**src/rtl/mux_scan_seq.sv**
```systemverilog
// mux_scan_seq
// Registered N-channel, WIDTH-bit multiplexer with a direct-select mode and
// an ascending scan mode over a latched channel-enable mask.
//
// Ports:
//   clk      rising-edge clock
//   rst      synchronous active-high reset
//   D        packed channel data, channel k = D[k*WIDTH +: WIDTH]
//   sel      channel select used in direct mode
//   mode     0 = direct, 1 = scan
//   start    single-cycle scan request, honoured only in IDLE with mode=1
//   en_mask  channels visited by a scan, latched when start is accepted
//   Y        registered selected data
//   ch_out   index of the channel currently on Y
//   valid    Y/ch_out hold a fresh sample this cycle
//   done     one-cycle pulse that ends a scan
//   busy     high while the FSM is in SCAN
//
// state  | meaning
// -------+-------------------------------------------------------------
// IDLE   | direct mode muxing, or waiting for a scan start
// SCAN   | walking the remaining mask, one enabled channel per cycle

module mux_scan_seq #(
    parameter  int WIDTH = 8,
    parameter  int CH    = 16,
    localparam int SELW  = $clog2(CH)
) (
    input  logic                  clk,
    input  logic                  rst,
    input  logic [CH*WIDTH-1:0]   D,
    input  logic [SELW-1:0]       sel,
    input  logic                  mode,
    input  logic                  start,
    input  logic [CH-1:0]         en_mask,
    output logic [WIDTH-1:0]      Y,
    output logic [SELW-1:0]       ch_out,
    output logic                  valid,
    output logic                  done,
    output logic                  busy
);

    localparam logic [0:0] S_IDLE = 1'b0;
    localparam logic [0:0] S_SCAN = 1'b1;

    logic [0:0]       state_q, state_d;
    logic [CH-1:0]    rem_q, rem_d;
    logic [WIDTH-1:0] y_q, y_d;
    logic [SELW-1:0]  ch_q, ch_d;
    logic             valid_q, valid_d;
    logic             done_q, done_d;

    logic [WIDTH-1:0] d_ch [CH];

    logic [CH-1:0]    pe_in;
    logic [CH-1:0]    pe_clr;
    logic [SELW-1:0]  pe_idx;
    logic             pe_any;

    always_comb begin
        for (int k = 0; k < CH; k++) begin
            d_ch[k] = D[k*WIDTH +: WIDTH];
        end
    end

    // The encoder looks at the live mask when a scan is being accepted and at
    // the remaining mask while scanning; one encoder serves both cases.
    assign pe_in  = (state_q == S_SCAN) ? rem_q : en_mask;
    assign pe_any = |pe_in;

    // Descending loop so the lowest set bit is the last (winning) assignment.
    always_comb begin
        pe_idx = '0;
        for (int i = CH - 1; i >= 0; i--) begin
            if (pe_in[i]) begin
                pe_idx = SELW'(i);
            end
        end
        pe_clr         = pe_in;
        pe_clr[pe_idx] = 1'b0;
    end

    always_comb begin
        state_d = state_q;
        rem_d   = rem_q;
        y_d     = y_q;
        ch_d    = ch_q;
        valid_d = 1'b0;
        done_d  = 1'b0;

        case (state_q)
            S_IDLE: begin
                if (!mode) begin
                    y_d     = d_ch[sel];
                    ch_d    = sel;
                    valid_d = 1'b1;
                end else if (start) begin
                    if (!pe_any) begin
                        // Empty mask: finish immediately without a sample.
                        done_d = 1'b1;
                    end else begin
                        y_d     = d_ch[pe_idx];
                        ch_d    = pe_idx;
                        valid_d = 1'b1;
                        rem_d   = pe_clr;
                        if (pe_clr == '0) begin
                            done_d = 1'b1;
                        end else begin
                            state_d = S_SCAN;
                        end
                    end
                end
            end

            S_SCAN: begin
                // rem_q is never empty here, so pe_idx always names a real bit.
                y_d     = d_ch[pe_idx];
                ch_d    = pe_idx;
                valid_d = 1'b1;
                rem_d   = pe_clr;
                if (pe_clr == '0) begin
                    done_d  = 1'b1;
                    state_d = S_IDLE;
                end
            end

            default: begin
                state_d = S_IDLE;
                rem_d   = '0;
            end
        endcase
    end

    always_ff @(posedge clk) begin
        if (rst) begin
            state_q <= S_IDLE;
            rem_q   <= '0;
            y_q     <= '0;
            ch_q    <= '0;
            valid_q <= 1'b0;
            done_q  <= 1'b0;
        end else begin
            state_q <= state_d;
            rem_q   <= rem_d;
            y_q     <= y_d;
            ch_q    <= ch_d;
            valid_q <= valid_d;
            done_q  <= done_d;
        end
    end

    assign Y      = y_q;
    assign ch_out = ch_q;
    assign valid  = valid_q;
    assign done   = done_q;
    assign busy   = (state_q == S_SCAN);

endmodule
```
**config.mk**
```make
export PLATFORM = sky130hd
export DESIGN_NAME = mux_scan_seq
export DESIGN_NICKNAME = d
export VERILOG_FILES = /design/src/rtl/mux_scan_seq.sv
export SDC_FILE = /design/constraint.sdc
export NUM_CORES = 1
export LEC_CHECK = 0
export ABC_AREA = 1
export BUFFER_PORTS_ARGS = -buffer_cell sky130_fd_sc_hd__buf_2
export CORE_ASPECT_RATIO = 1.1
export CORE_UTILIZATION = 40
export DETAILED_ROUTE_END_ITERATION = 10
export PLACE_DENSITY = 0.67
export SYNTH_ARGS = -nofsm -noshare
export SYNTH_HDL_FRONTEND = slang
export SYNTH_SLANG_ARGS = --single-unit
```
**constraint.sdc**
```tcl
create_clock -name clk -period 4.3 [get_ports clk]
set_input_delay 0.43 -clock clk [delete_from_list [all_inputs] [get_ports clk]]
set_output_delay 0.43 -clock clk [all_outputs]
set_load 0.1 [all_outputs]
```
==> flow_metrics.tcl <==
set metrics [dict create \
    worst_path_dominant_cell_family "simple AND/OR/NAND/NOR gates" \
    prevailing_post_synth_register_cell "dfxtp_1" \
    count_of_flip_flops_with_a_built_in_enable_after_synthesis 0 \
    end_kind "register" \
    clock-skew-final_ns 0.00778 \
    power.leakage_nw 2.45 \
    timing.critical_path.slowest_stage_cell "buf_4" \
    cts_made_buffers 5 \
    ant_nets 0 \
    globalRouteMet3Util_pct 4.29 \
    clock_sinks 31 \
    post-route-min-period_ns 2.90 \
    ys_seq_area_share_pct 14.3 \
    combinational_family_with_the_most_area_after_synthesis "simple AND/OR/NAND/NOR gates" \
    post-dp-hpwl_mm 12.4 \
    synthesized_area_fraction_occupied_by_ao_oa_aoi_and_oai_cells_pct 27.6 \
    fin_nets 1044 \
    crit_chain "buf_4 > nand2_1 > nand2_1 > nand3_1 > nand3_1 > nand2_1 > nand2_1 > nand2_1 > nand2_1 > nand2_1 > nand2_1 > nor2_4 > inv_2 > buf_4 > nand4_1 > nand3b_1 > nand2_1 > nand3_1 > o21ai_0 > a21oi_1" \
    critical_path_class "register to register" \
    ys_ff_latch 31 \
    die_area_sq_mm 0.0113 \
    grt_setup_unrepaired "false" \
    irDropWorstVdd_v 0.000216 \
    outcome "complete, no violations" \
    layout.filler_cells 1147 \
    clkSlewWorstSetupHoldPaths_ns 0.05 \
    drt_first_pass_iters 6 \
    slew_viol_final 0 \
    post_drt_via_cell_ratio 6.05 \
    synth_nets 925 \
    core_area_sq_mm 0.0105 \
    final_layout_size_suffix_gt1_share_pct 25.3 \
    arrival_ns 3.11 \
    globalplace.congestion 0.946 \
    synth_top_cell_area_share_pct 14.3 \
    met1_usage_pct 40.2 \
    pre_cts_ws_ns 1.44 \
    r2r_cells 20 \
    clockRootBuffer "clkbuf_16" \
    layout.cells.most_common "buf_2" \
    cp_num_buf_inv 3 \
    num_antenna_cells 0 \
    synthArstFlopShare_pct 0 \
    mostFrequentLayoutCells "buf_2, nand2_1, o21ai_0" \
    synth-xor-area-share_pct 0 \
    syn_inst 773 \
    setup_tns_ns 0 \
    cts-htree-levels 2 \
    routing_usage_on_met2_pct 51.4 \
    global_route_total_usage_across_every_layer_pct 31.4 \
    setup_fix_buffers_added_after_clock_tree_synthesis 0 \
    timing.critical_path.slowest_cell_delay_ns 0.52 \
    areaGrowthSynthToFinish_pct 22.7 \
    timing.hold.worst.class "register to register" \
    grt-busiest-layer "met2" \
    antenna_violations_before_repair 0 \
    tritoncts "done" \
    critical_path_required_ns 4.51 \
    clock.fmax_mhz 345 \
    grt_pass1_wl_mm 28.4 \
    drt-initial-drc-count 608 \
    hold_buffers 0 \
    yosys.area_share.simple_pct 47.0 \
    first_global_vias 5872 \
    synthTopCellsByArea "dfxtp_1, o21ai_0, nand2_1, nand3_1, nand4_1" \
    ios 167 \
    die_h_um 111 \
    pwr_density_cell_mw_per_mm2 277 \
    remaining_drc_errors 0 \
    worstPathMaxFanout 60 \
    cp_num_cells 20 \
    library_cell_with_the_largest_summed_area_after_synthesis "dfxtp_1" \
    placementRows 39 \
    worst_hold_path.num_cells 2 \
    port_buffers 166 \
    synth.yosys.warnings 0 \
    synth.distinct_cells 37 \
    cts_repair_resize_count 0 \
    initial_core_util_pct 41.4 \
    final_routed_wirelength_mm 17.7 \
    synthesis.area_sq_mm 0.00434 \
    largest_net_degree_at_the_start_of_global_routing 65 \
    max-slew-margin-rel_pct 37.8 \
    dieWidth_um 101 \
    max_cap_violations 0 \
    yosys.area_share.adder_pct 0 \
    detailed_route_via_count 6268 \
    final_critical_path_setup_slack_ns 1.40 \
    min_period_over_period_pct 67.4 \
    crit_path_frequent_cell "nand2_1" \
    synthMuxAreaShare_pct 0 \
    worstMarginPinSlew_ns 0.933 \
    max-clock-path-buffers 2 \
    finalSetupViolations 0 \
    grt-ovfl-total 0 \
    setup.worst_path.start_class "register" \
    clk-insertion-delay-late_ns 0.28 \
    postSynthAreaPerCell_sq_um 5.62 \
    timing.final.hold_violations 0 \
    route.detailed.wl_per_inst_um 17.1 \
]
sequential cells by signal (all words and copies together), names as in the netlist:
register and cells:
busy 1, done 1, ch_out 4, Y 8, valid 1, rem_q 16
stage by stage:
step | total power [W] | utilization [%] | instance area [sq um] | cells | hold WS [ns]
6_report | 0.00147 | 50.8 | 5330 | 1036 | 0.449
4_1_cts | 0.00146 | 50.8 | 5330 | 1036 | 0.459
3_5_place_dp | 0.00108 | 49.2 | 5160 | 1028 | 0.451
2_1_floorplan | 0.000861 | - | 4340 | 773 | 0.421
3_3_place_gp | 0.00108 | 49.2 | 5160 | 1028 | 0.453
5_1_grt | 0.00156 | 50.8 | 5330 | 1036 | 0.485
worst min-delay path, stage by stage, from the launching register on:
cell,delay (ns)
dfxtp_1,0.29
inv_1,0.06
nor3_1,0.05
cell families (layout without fill, tap and decap cells):
kind of cell / after synthesis / in the layout
simple gates: 421 / 421
flops: 31 / 31
buf+inv: 115 / 235
compound gates: 206 / 206
worst paths after layout:
path / startpoint / endpoint / slack [ns]
setup / recovery: busy / Y[0] / 1.40
hold / removal: rem_q[0] / rem_q[0] / 0.45
setup reg to reg: busy / Y[0] / 1.40
hold reg to reg: rem_q[0] / rem_q[0] / 0.45
synth_stat cells, types with 4 or more instances:
cell	n
nand2_1	136
o21ai_0	112
nand3_1	86
nor2_1	85
nand4_1	66
clkbuf_1	42
a21oi_1	32
dfxtp_1	31
inv_1	30
nand3b_1	20
o221ai_1	20
buf_2	18
inv_2	15
o22ai_1	10
o21ai_1	9
a31oi_1	6
buf_4	6
o21bai_1	6
or2_1	6
nor2_2	5
nor2_4	4
o21ai_2	4
final cells by class:
class | count | area (sq um) | area share [%]
tap | 143 | 179 | 3.36
timing repair buffer | 180 | 948 | 17.8
clock inverter | 1 | 7.51 | 0.141
inverter | 47 | 176 | 3.31
clock buffer | 7 | 153 | 2.87
multi-input combinational | 627 | 3240 | 60.9
sequential | 31 | 621 | 11.7
per-layer routing:
metal / wire (um) / vias to the layer above
li1: - / 2962
met4: 602 / 0
met2: 8210 / 401
met1: 7200 / 2841
met3: 1700 / 64
met5: 0 / -
where the power goes:
part | switching, W | internal [W]
Combinational | 0.000529 | 0.000230
Sequential | 0.0000170 | 0.000316
Clock | 0.000135 | 0.000246
Total | 0.000682 | 0.000793
No activity file was read; power rests on OpenSTA's default activity.
